--- src/rtl/storage_pkg.sv ---
// Shared types and helpers for the cached storage controller: FSM states,
// address-region decode, byte-enable merge and response error codes.
package storage_pkg;

  typedef enum logic [2:0] {IDLE, SRAM_RD, SRAM_RMW, FL_REQ, FL_WAIT, RESP, PROG} state_e;
  typedef enum logic [1:0] {RGN_SRAM, RGN_FLASH, RGN_NONE} region_e;
  typedef enum logic [2:0] {ERR_NONE, ERR_ALIGN, ERR_DECODE, ERR_FLASH_WR, ERR_TIMEOUT} err_e;

  // Bounds are 33 bits so a region ending exactly at 4 GiB still decodes.
  function automatic region_e region_of(input logic [31:0] addr, input logic [32:0] sram_end,
                                        input logic [32:0] fl_base, input logic [32:0] fl_end);
    logic [32:0] a;
    a = {1'b0, addr};
    if (a < sram_end) return RGN_SRAM;
    if (a >= fl_base && a < fl_end) return RGN_FLASH;
    return RGN_NONE;
  endfunction

  function automatic logic [31:0] be_merge(input logic [31:0] old_w, input logic [31:0] new_w,
                                           input logic [3:0] be);
    logic [31:0] w;
    for (int b = 0; b < 4; b++) w[8*b +: 8] = be[b] ? new_w[8*b +: 8] : old_w[8*b +: 8];
    return w;
  endfunction

endpackage

--- src/rtl/storage_read_cache.sv ---
// Direct-mapped, one-word-per-line read cache in front of the flash engine.
// Combinational lookup, single-cycle fill, whole-cache flush of the valid bits.
module storage_read_cache #(
  parameter int LINES = 16,
  parameter int IDX_W = 4,
  parameter int TAG_W = 18
) (
  input  logic             clk,
  input  logic             rst,
  input  logic [IDX_W-1:0] lk_idx,
  input  logic [TAG_W-1:0] lk_tag,
  output logic             hit,
  output logic [31:0]      hit_data,
  input  logic             fill,
  input  logic [IDX_W-1:0] fill_idx,
  input  logic [TAG_W-1:0] fill_tag,
  input  logic [31:0]      fill_data,
  input  logic             flush
);

  logic [LINES-1:0] valid;
  logic [TAG_W-1:0] tags [LINES];
  logic [31:0]      data [LINES];

  assign hit      = valid[lk_idx] && (tags[lk_idx] == lk_tag);
  assign hit_data = data[lk_idx];

  always_ff @(posedge clk or negedge rst) begin
    if (!rst)       valid <= '0;
    else if (flush) valid <= '0;
    else if (fill)  valid[fill_idx] <= 1'b1;
  end

  // Tag/data need no reset: they are never observed while the line is invalid.
  always_ff @(posedge clk) begin
    if (fill) begin
      tags[fill_idx] <= fill_tag;
      data[fill_idx] <= fill_data;
    end
  end

endmodule

--- src/rtl/cached_storage_controller.sv ---
// Core data port bridge to an SRAM scratchpad (RMW byte writes) and read-only
// flash behind a read cache, with timeout/error responses and SPI programming passthrough.
module cached_storage_controller
  import storage_pkg::*;
#(
  parameter int          MEM_W          = 32,
  parameter int          SRAM_AW        = 11,
  parameter logic [31:0] FLASH_BASE     = 32'h0000_2000,
  parameter int          FLASH_AW       = 22,
  parameter int          CACHE_LINES    = 16,
  parameter int          TIMEOUT_CYCLES = 4096
) (
  input  logic                clk,
  input  logic                rst,
  input  logic                mem_req,
  output logic                mem_gnt,
  input  logic                mem_we,
  input  logic [31:0]         mem_addr,
  input  logic [MEM_W/8-1:0]  mem_be,
  input  logic [MEM_W-1:0]    mem_wdata,
  output logic                mem_rvalid,
  output logic [MEM_W-1:0]    mem_rdata,
  output logic                mem_err,
  output logic                sram_cen,
  output logic                sram_wen,
  output logic [SRAM_AW-1:0]  sram_a,
  output logic [MEM_W-1:0]    sram_d,
  input  logic [MEM_W-1:0]    sram_q,
  output logic                fl_stb,
  output logic [FLASH_AW-1:0] fl_addr,
  input  logic                fl_stall,
  input  logic                fl_ack,
  input  logic [MEM_W-1:0]    fl_data,
  input  logic                prog_mode,
  input  logic                eng_cs_n,
  input  logic                eng_sck,
  input  logic                eng_mosi,
  output logic                eng_miso,
  input  logic                prg_cs_n,
  input  logic                prg_sck,
  input  logic                prg_mosi,
  output logic                prg_miso,
  output logic                ext_cs_n,
  output logic                ext_sck,
  output logic                ext_mosi,
  input  logic                ext_miso
);

  localparam int IDX_W = $clog2(CACHE_LINES);
  localparam int TAG_W = FLASH_AW - IDX_W;
  localparam int TMO_W = $clog2(TIMEOUT_CYCLES + 1);
  localparam logic [32:0] SRAM_END = 33'd4 << SRAM_AW;
  localparam logic [32:0] FL_BASE  = {1'b0, FLASH_BASE};
  localparam logic [32:0] FL_END   = FL_BASE + (33'd4 << FLASH_AW);
  localparam logic [TMO_W-1:0] TMO_LAST = TMO_W'(TIMEOUT_CYCLES - 1);

  state_e               state;
  err_e                 err_q, req_err;
  region_e              rgn;
  logic [31:0]          fl_off, resp_q, wdata_q;
  logic [3:0]           be_q;
  logic [SRAM_AW-1:0]   sram_idx_q;
  logic [FLASH_AW-1:0]  fl_word, fl_addr_q;
  logic [TMO_W-1:0]     tmo_cnt;
  logic                 hit;
  logic [31:0]          hit_data;

  assign rgn     = region_of(mem_addr, SRAM_END, FL_BASE, FL_END);
  assign fl_off  = mem_addr - FLASH_BASE;
  assign fl_word = FLASH_AW'(fl_off >> 2);
  assign mem_gnt = rst && mem_req && (state == IDLE) && !prog_mode;

  always_comb begin
    req_err = ERR_NONE;
    if (mem_addr[1:0] != 2'b00)          req_err = ERR_ALIGN;
    else if (rgn == RGN_NONE)            req_err = ERR_DECODE;
    else if (rgn == RGN_FLASH && mem_we) req_err = ERR_FLASH_WR;
  end

  storage_read_cache #(.LINES(CACHE_LINES), .IDX_W(IDX_W), .TAG_W(TAG_W)) u_cache (
    .clk      (clk),
    .rst      (rst),
    .lk_idx   (fl_word[IDX_W-1:0]),
    .lk_tag   (fl_word[FLASH_AW-1:IDX_W]),
    .hit      (hit),
    .hit_data (hit_data),
    .fill     (state == FL_WAIT && fl_ack),
    .fill_idx (fl_addr_q[IDX_W-1:0]),
    .fill_tag (fl_addr_q[FLASH_AW-1:IDX_W]),
    .fill_data(fl_data),
    .flush    (state == PROG && !prog_mode)
  );

  // SRAM is driven straight from the request in the grant cycle so read data
  // lands on sram_q one cycle later; the RMW write half uses the latched request.
  always_comb begin
    sram_cen = 1'b1;
    sram_wen = 1'b1;
    sram_a   = sram_idx_q;
    sram_d   = mem_wdata;
    if (mem_gnt && req_err == ERR_NONE && rgn == RGN_SRAM) begin
      sram_a = SRAM_AW'(mem_addr >> 2);
      if (!mem_we) sram_cen = 1'b0;
      else if (mem_be == 4'hF) begin
        sram_cen = 1'b0;
        sram_wen = 1'b0;
      end else if (mem_be != 4'h0) sram_cen = 1'b0;
    end else if (state == SRAM_RMW) begin
      sram_cen = 1'b0;
      sram_wen = 1'b0;
      sram_d   = be_merge(sram_q, wdata_q, be_q);
    end
  end

  always_ff @(posedge clk or negedge rst) begin
    if (!rst) begin
      state      <= IDLE;
      err_q      <= ERR_NONE;
      resp_q     <= '0;
      wdata_q    <= '0;
      be_q       <= '0;
      sram_idx_q <= '0;
      fl_addr_q  <= '0;
      tmo_cnt    <= '0;
    end else begin
      case (state)
        IDLE: begin
          if (prog_mode) state <= PROG;
          else if (mem_req) begin
            err_q      <= req_err;
            resp_q     <= '0;
            wdata_q    <= mem_wdata;
            be_q       <= mem_be;
            sram_idx_q <= SRAM_AW'(mem_addr >> 2);
            fl_addr_q  <= fl_word;
            if (req_err != ERR_NONE) state <= RESP;
            else if (rgn == RGN_SRAM) begin
              if (!mem_we) state <= SRAM_RD;
              else if (mem_be == 4'hF || mem_be == 4'h0) state <= RESP;
              else state <= SRAM_RMW;
            end else if (hit) begin
              resp_q <= hit_data;
              state  <= RESP;
            end else state <= FL_REQ;
          end
        end
        SRAM_RD:  state <= IDLE;
        SRAM_RMW: state <= RESP;
        FL_REQ: if (!fl_stall) begin
          state   <= FL_WAIT;
          tmo_cnt <= '0;
        end
        FL_WAIT: begin
          if (fl_ack) begin
            resp_q <= fl_data;
            state  <= RESP;
          end else if (tmo_cnt == TMO_LAST) begin
            err_q <= ERR_TIMEOUT;
            state <= RESP;
          end else tmo_cnt <= tmo_cnt + 1'b1;
        end
        RESP: state <= IDLE;
        PROG: if (!prog_mode) state <= IDLE;
        default: state <= IDLE;
      endcase
    end
  end

  assign mem_rvalid = (state == SRAM_RD) || (state == RESP);
  assign mem_rdata  = (state == SRAM_RD) ? sram_q : (state == RESP) ? resp_q : '0;
  assign mem_err    = (state == RESP) && (err_q != ERR_NONE);
  assign fl_stb     = (state == FL_REQ);
  assign fl_addr    = fl_addr_q;

  always_comb begin
    if (state == PROG) begin
      {ext_cs_n, ext_sck, ext_mosi} = {prg_cs_n, prg_sck, prg_mosi};
      prg_miso = ext_miso;
      eng_miso = 1'b1;
    end else begin
      {ext_cs_n, ext_sck, ext_mosi} = {eng_cs_n, eng_sck, eng_mosi};
      eng_miso = ext_miso;
      prg_miso = 1'b0;
    end
  end

endmodule

--- config.mk ---
export PLATFORM = sky130hd
export DESIGN_NAME = cached_storage_controller
export DESIGN_NICKNAME = d
export VERILOG_FILES = /design/src/rtl/storage_pkg.sv /design/src/rtl/storage_read_cache.sv /design/src/rtl/cached_storage_controller.sv
export SDC_FILE = /design/constraint.sdc
export NUM_CORES = 1
export LEC_CHECK = 0
export CORE_MARGIN = 4
export CORE_UTILIZATION = 59
export DETAILED_ROUTE_END_ITERATION = 8
export PLACE_DENSITY = 0.9
export SYNTH_ARGS = -nofsm -noshare
export SYNTH_HDL_FRONTEND = slang
export SYNTH_SLANG_ARGS = --single-unit
export TNS_END_PERCENT = 20
--- constraint.sdc ---
create_clock -name clk -period 7.21 [get_ports clk]
set_input_delay 1.442 -clock clk [delete_from_list [all_inputs] [get_ports clk]]
set_output_delay 1.442 -clock clk [all_outputs]
set_load 0.01 [all_outputs]
==> qor.csv <==
stage,metric,value,unit
run_status,status,"finished, final reports clean",
grt,first_global_vias,24100,
flow_run,max-cap-violations,0,
synth,syn_avg_cell_area,17.7,µm²
power,p_comb_share,18.6,%
critical_path,rr_worst_depth,7,
power,power.density,331,nW/µm²
critical_path,r2r-start,state[2],
timing,setup-tns-final,0,ps
critical_path,worstPathArrival,4720,ps
critical_path,critPathCaptureType,output pin,
clocking,clockBufferDepth,3,
synth,yosys-top-cells-count,"edfxtp_1 (800), nand2_1 (278), mux4_2 (231)",
synth,synth_edf_count,800,
synth,ys_top_cells_by_area,"edfxtp_1 (64%), mux4_2 (14%), dfrtp_1 (8.3%)",
floorplan,core,63200,µm²
timing,setup_viol,0,
grt,grt_pass1_wl,160,mm
critical_path,crit_fanout,12,
floorplan,die_h,261,µm
place,place_ws,1050,ps
power,pwr-share-seq,49.3,%
layout,num-nets-final,2540,
worst_hold_path,min-delay-start,wdata_q[23],
layout,syn2layout_area_growth,16.7,%
grt,grt_max_degree,73,
timing,report.final.slew_viol_count,0,
drt,wl_per_cell,33.4,µm
timing,worst_slack,1050,ps
drt,drt-total-wl,111,mm
floorplan,rows,92,
critical_path,r2r_slack,2390,ps
timing,post-route-period-util,85.5,%
synth,syn_nets,2282,
clocking,cts_tree,yes,
floorplan,fp.dieW,261,µm
power,total_leakage_power,14.9,nW
clocking,cts_inserted_buffers,84,
worst_hold_path,hold_depth,2,
worst_hold_path,hold_end,wdata_q[23],
place,gp_congestion,0.818,
drt,first_pass_iters,8,
grt,grt_overflow_total,0,
power,switchingPower,4.19,mW
synth,synth.cell_area,37700,µm²
grt,antenna_found_initial,5,
clocking,root_buffer,clkbuf_16,
drt,ant_nets,0,
timing,fin_skew,29.3,ps
synth,synth-seq-area-share,71.9,%
critical_path,worstSetupStartpointType,input pin,
synth,ys_types,64,
synth,synth_area_leader_cell,edfxtp_1,
clocking,cts_hold_buf,0,
synth,synth_top_area_share,63.7,%
clocking,cts.clk_slew.worst_paths,60,ps
clocking,htreeDepth,3,
worst_hold_path,hold_class,reg -> reg,
timing,max_freq,162,MHz
place,dpl.hpwl,57.6,mm
floorplan,dieArea,68100,µm²
timing,tightest_slew,1410,ps
floorplan,start_util,59.7,%
drt,drtIter0Drc,3855,
drt,via_count,23400,
synth,yosysMostFrequentCell,edfxtp_1,
layout,utilization,69.7,%
clocking,post_cts_buffers,0,
drt,drc_errors,0,
clocking,cts.sinks,925,
timing,rsz0062_at_grt,no,
timing,finalHoldViolCount,0,
synth,synth_cells,2134,
power,swShare,28.7,%
synth,async_flop_share,13.5,%
layout,final_layout_size_suffix_gt1_share,19.5,%
clocking,clk_latency,640,ps
power,ir_drop,218,µV
critical_path,worstPathRequired,5770,ps
power,p_int,10.4,mW
layout,fill_cells,3428,
timing,period_minus_slack,6160,ps
drt,viasPerCell,7.06,
floorplan,boundaryPins,254,
place,portBuffers,253,
grt,track_usage,32.6,%
place,placed_area,41200,µm²
timing,slew_headroom,6.10,%
critical_path,rr_endpoint,u_cache.data[2][30],
synth,synthFlopType,edfxtp_1,
synth,synth-seq-cells,925,
power,p_clk_share,32.1,%
layout,stdcell_area,44100,µm²
synth,yosys_warnings,0,
critical_path,critical_path_class,in -> out,
clocking,cts_resized,0,
==> state kept, by name, indices dropped and copies added (netlist names), 4 cells and up <==
name,count
be_q,4
u_cache.valid,16
tmo_cnt,13
u_cache.data,512
fl_addr,12
wdata_q,32
u_cache.tags,288
sram_idx_q,10
resp_q,32
==> per-stage QoR <==
stage	total power, mW	hold WS [ps]	instances
3_5_place_dp	9.76	465	3152
6_report	14.6	486	3307
2_1_floorplan	8.44	445	2134
3_3_place_gp	9.56	457	3152
5_1_grt	15.0	510	3307
4_1_cts	14.5	482	3306
==> area by class of cell <==
type | instances | area [µm²] | share of cell area (%)
antenna | 1 | 2.50 | 0.00568
clock buffer | 111 | 2320 | 5.26
sequential | 925 | 27200 | 61.6
clock inverter | 43 | 541 | 1.23
multi-input combinational | 1077 | 10100 | 22.9
timing repair buffer | 295 | 2850 | 6.48
tap | 846 | 1060 | 2.40
inverter | 9 | 33.8 | 0.0767
==> routing by layer <==
layer / GRT usage, % / up-vias / wire, µm
li1: - / 8877 / -
met1: 41.7 / 11600 / 35900
met2: 51.9 / 2349 / 53800
met3: 8.37 / 511 / 14000
met4: 17.9 / 4 / 6680
met5: 0 / - / 26
==> critical path: stages <==
cell and delay (ps):
clkdlybuf4s50_1 540, or4_1 570, nor4_2 240, buf_4 200, and4bb_1 370, and3_1 470
nand2_1 90, nand2_1 190, clkdlybuf4s50_1 590
==> cell families after synthesis <==
| group | count (synthesis) | share of synthesized area [%] |
|---|---|---|
| AND/OR/NAND/NOR | 532 | 5.99 |
| XOR/XNOR | 35 | 0.812 |
| AO/OA/AOI/OAI | 179 | 3.08 |
| multiplexers | 328 | 16.4 |
| flip-flops | 925 | 71.9 |
| adder cells (fa/ha/maj) | 3 | 0.0928 |
| buffers and inverters | 132 | 1.67 |
==> how the worst max path moves through the flow <==
| stage | startpoint | end | slack (ps) |
|---|---|---|---|
| floorplan | fl_ack | u_cache.data[0][0] | 1320 |
| global placement | mem_addr[16] | sram_a[5] | 1120 |
| detailed placement | mem_addr[16] | sram_a[5] | 1050 |
| CTS | mem_addr[17] | sram_a[5] | 1030 |
| global route | mem_addr[17] | sram_a[5] | 940 |
| finish | mem_addr[17] | sram_a[5] | 1050 |
==> power by group through the flow <==
stage | logic [mW] | registers, mW | clock network, mW
2_1_floorplan | 1.47 | 6.97 | 0
3_3_place_gp | 2.41 | 7.15 | 0
3_5_place_dp | 2.54 | 7.23 | 0
4_1_cts | 2.65 | 7.15 | 4.68
5_1_grt | 2.85 | 7.23 | 4.94
6_report | 2.71 | 7.19 | 4.68
==> placed cells by master (no fill, tap or decap), types with 6 or more instances in the layout <==
cell type | netlist | layout
edfxtp_1 | 800 | 800
nand2_1 | 278 | 277
clkdlybuf4s50_1 | 0 | 248
mux4_2 | 231 | 231
nor2_1 | 144 | 131
dfrtp_1 | 125 | 124
clkbuf_16 | 0 | 87
mux2i_1 | 83 | 83
o21ai_0 | 60 | 60
a21oi_1 | 46 | 46
buf_4 | 8 | 43
nand3_1 | 40 | 40
o21ai_2 | 29 | 29
xnor2_1 | 21 | 21
clkbuf_1 | 54 | 19
mux2_2 | 14 | 14
xor2_1 | 14 | 14
nor2_4 | 0 | 13
clkinv_2 | 0 | 13
bufinv_16 | 0 | 12
clkinvlp_4 | 0 | 10
inv_1 | 9 | 9
and2_1 | 7 | 7
nor2b_1 | 7 | 7
nand4_1 | 7 | 7
nor3_1 | 10 | 6
nor4_1 | 6 | 6
nand2b_1 | 7 | 6
clkinv_1 | 0 | 6
Power figures use the tool's default switching activity.
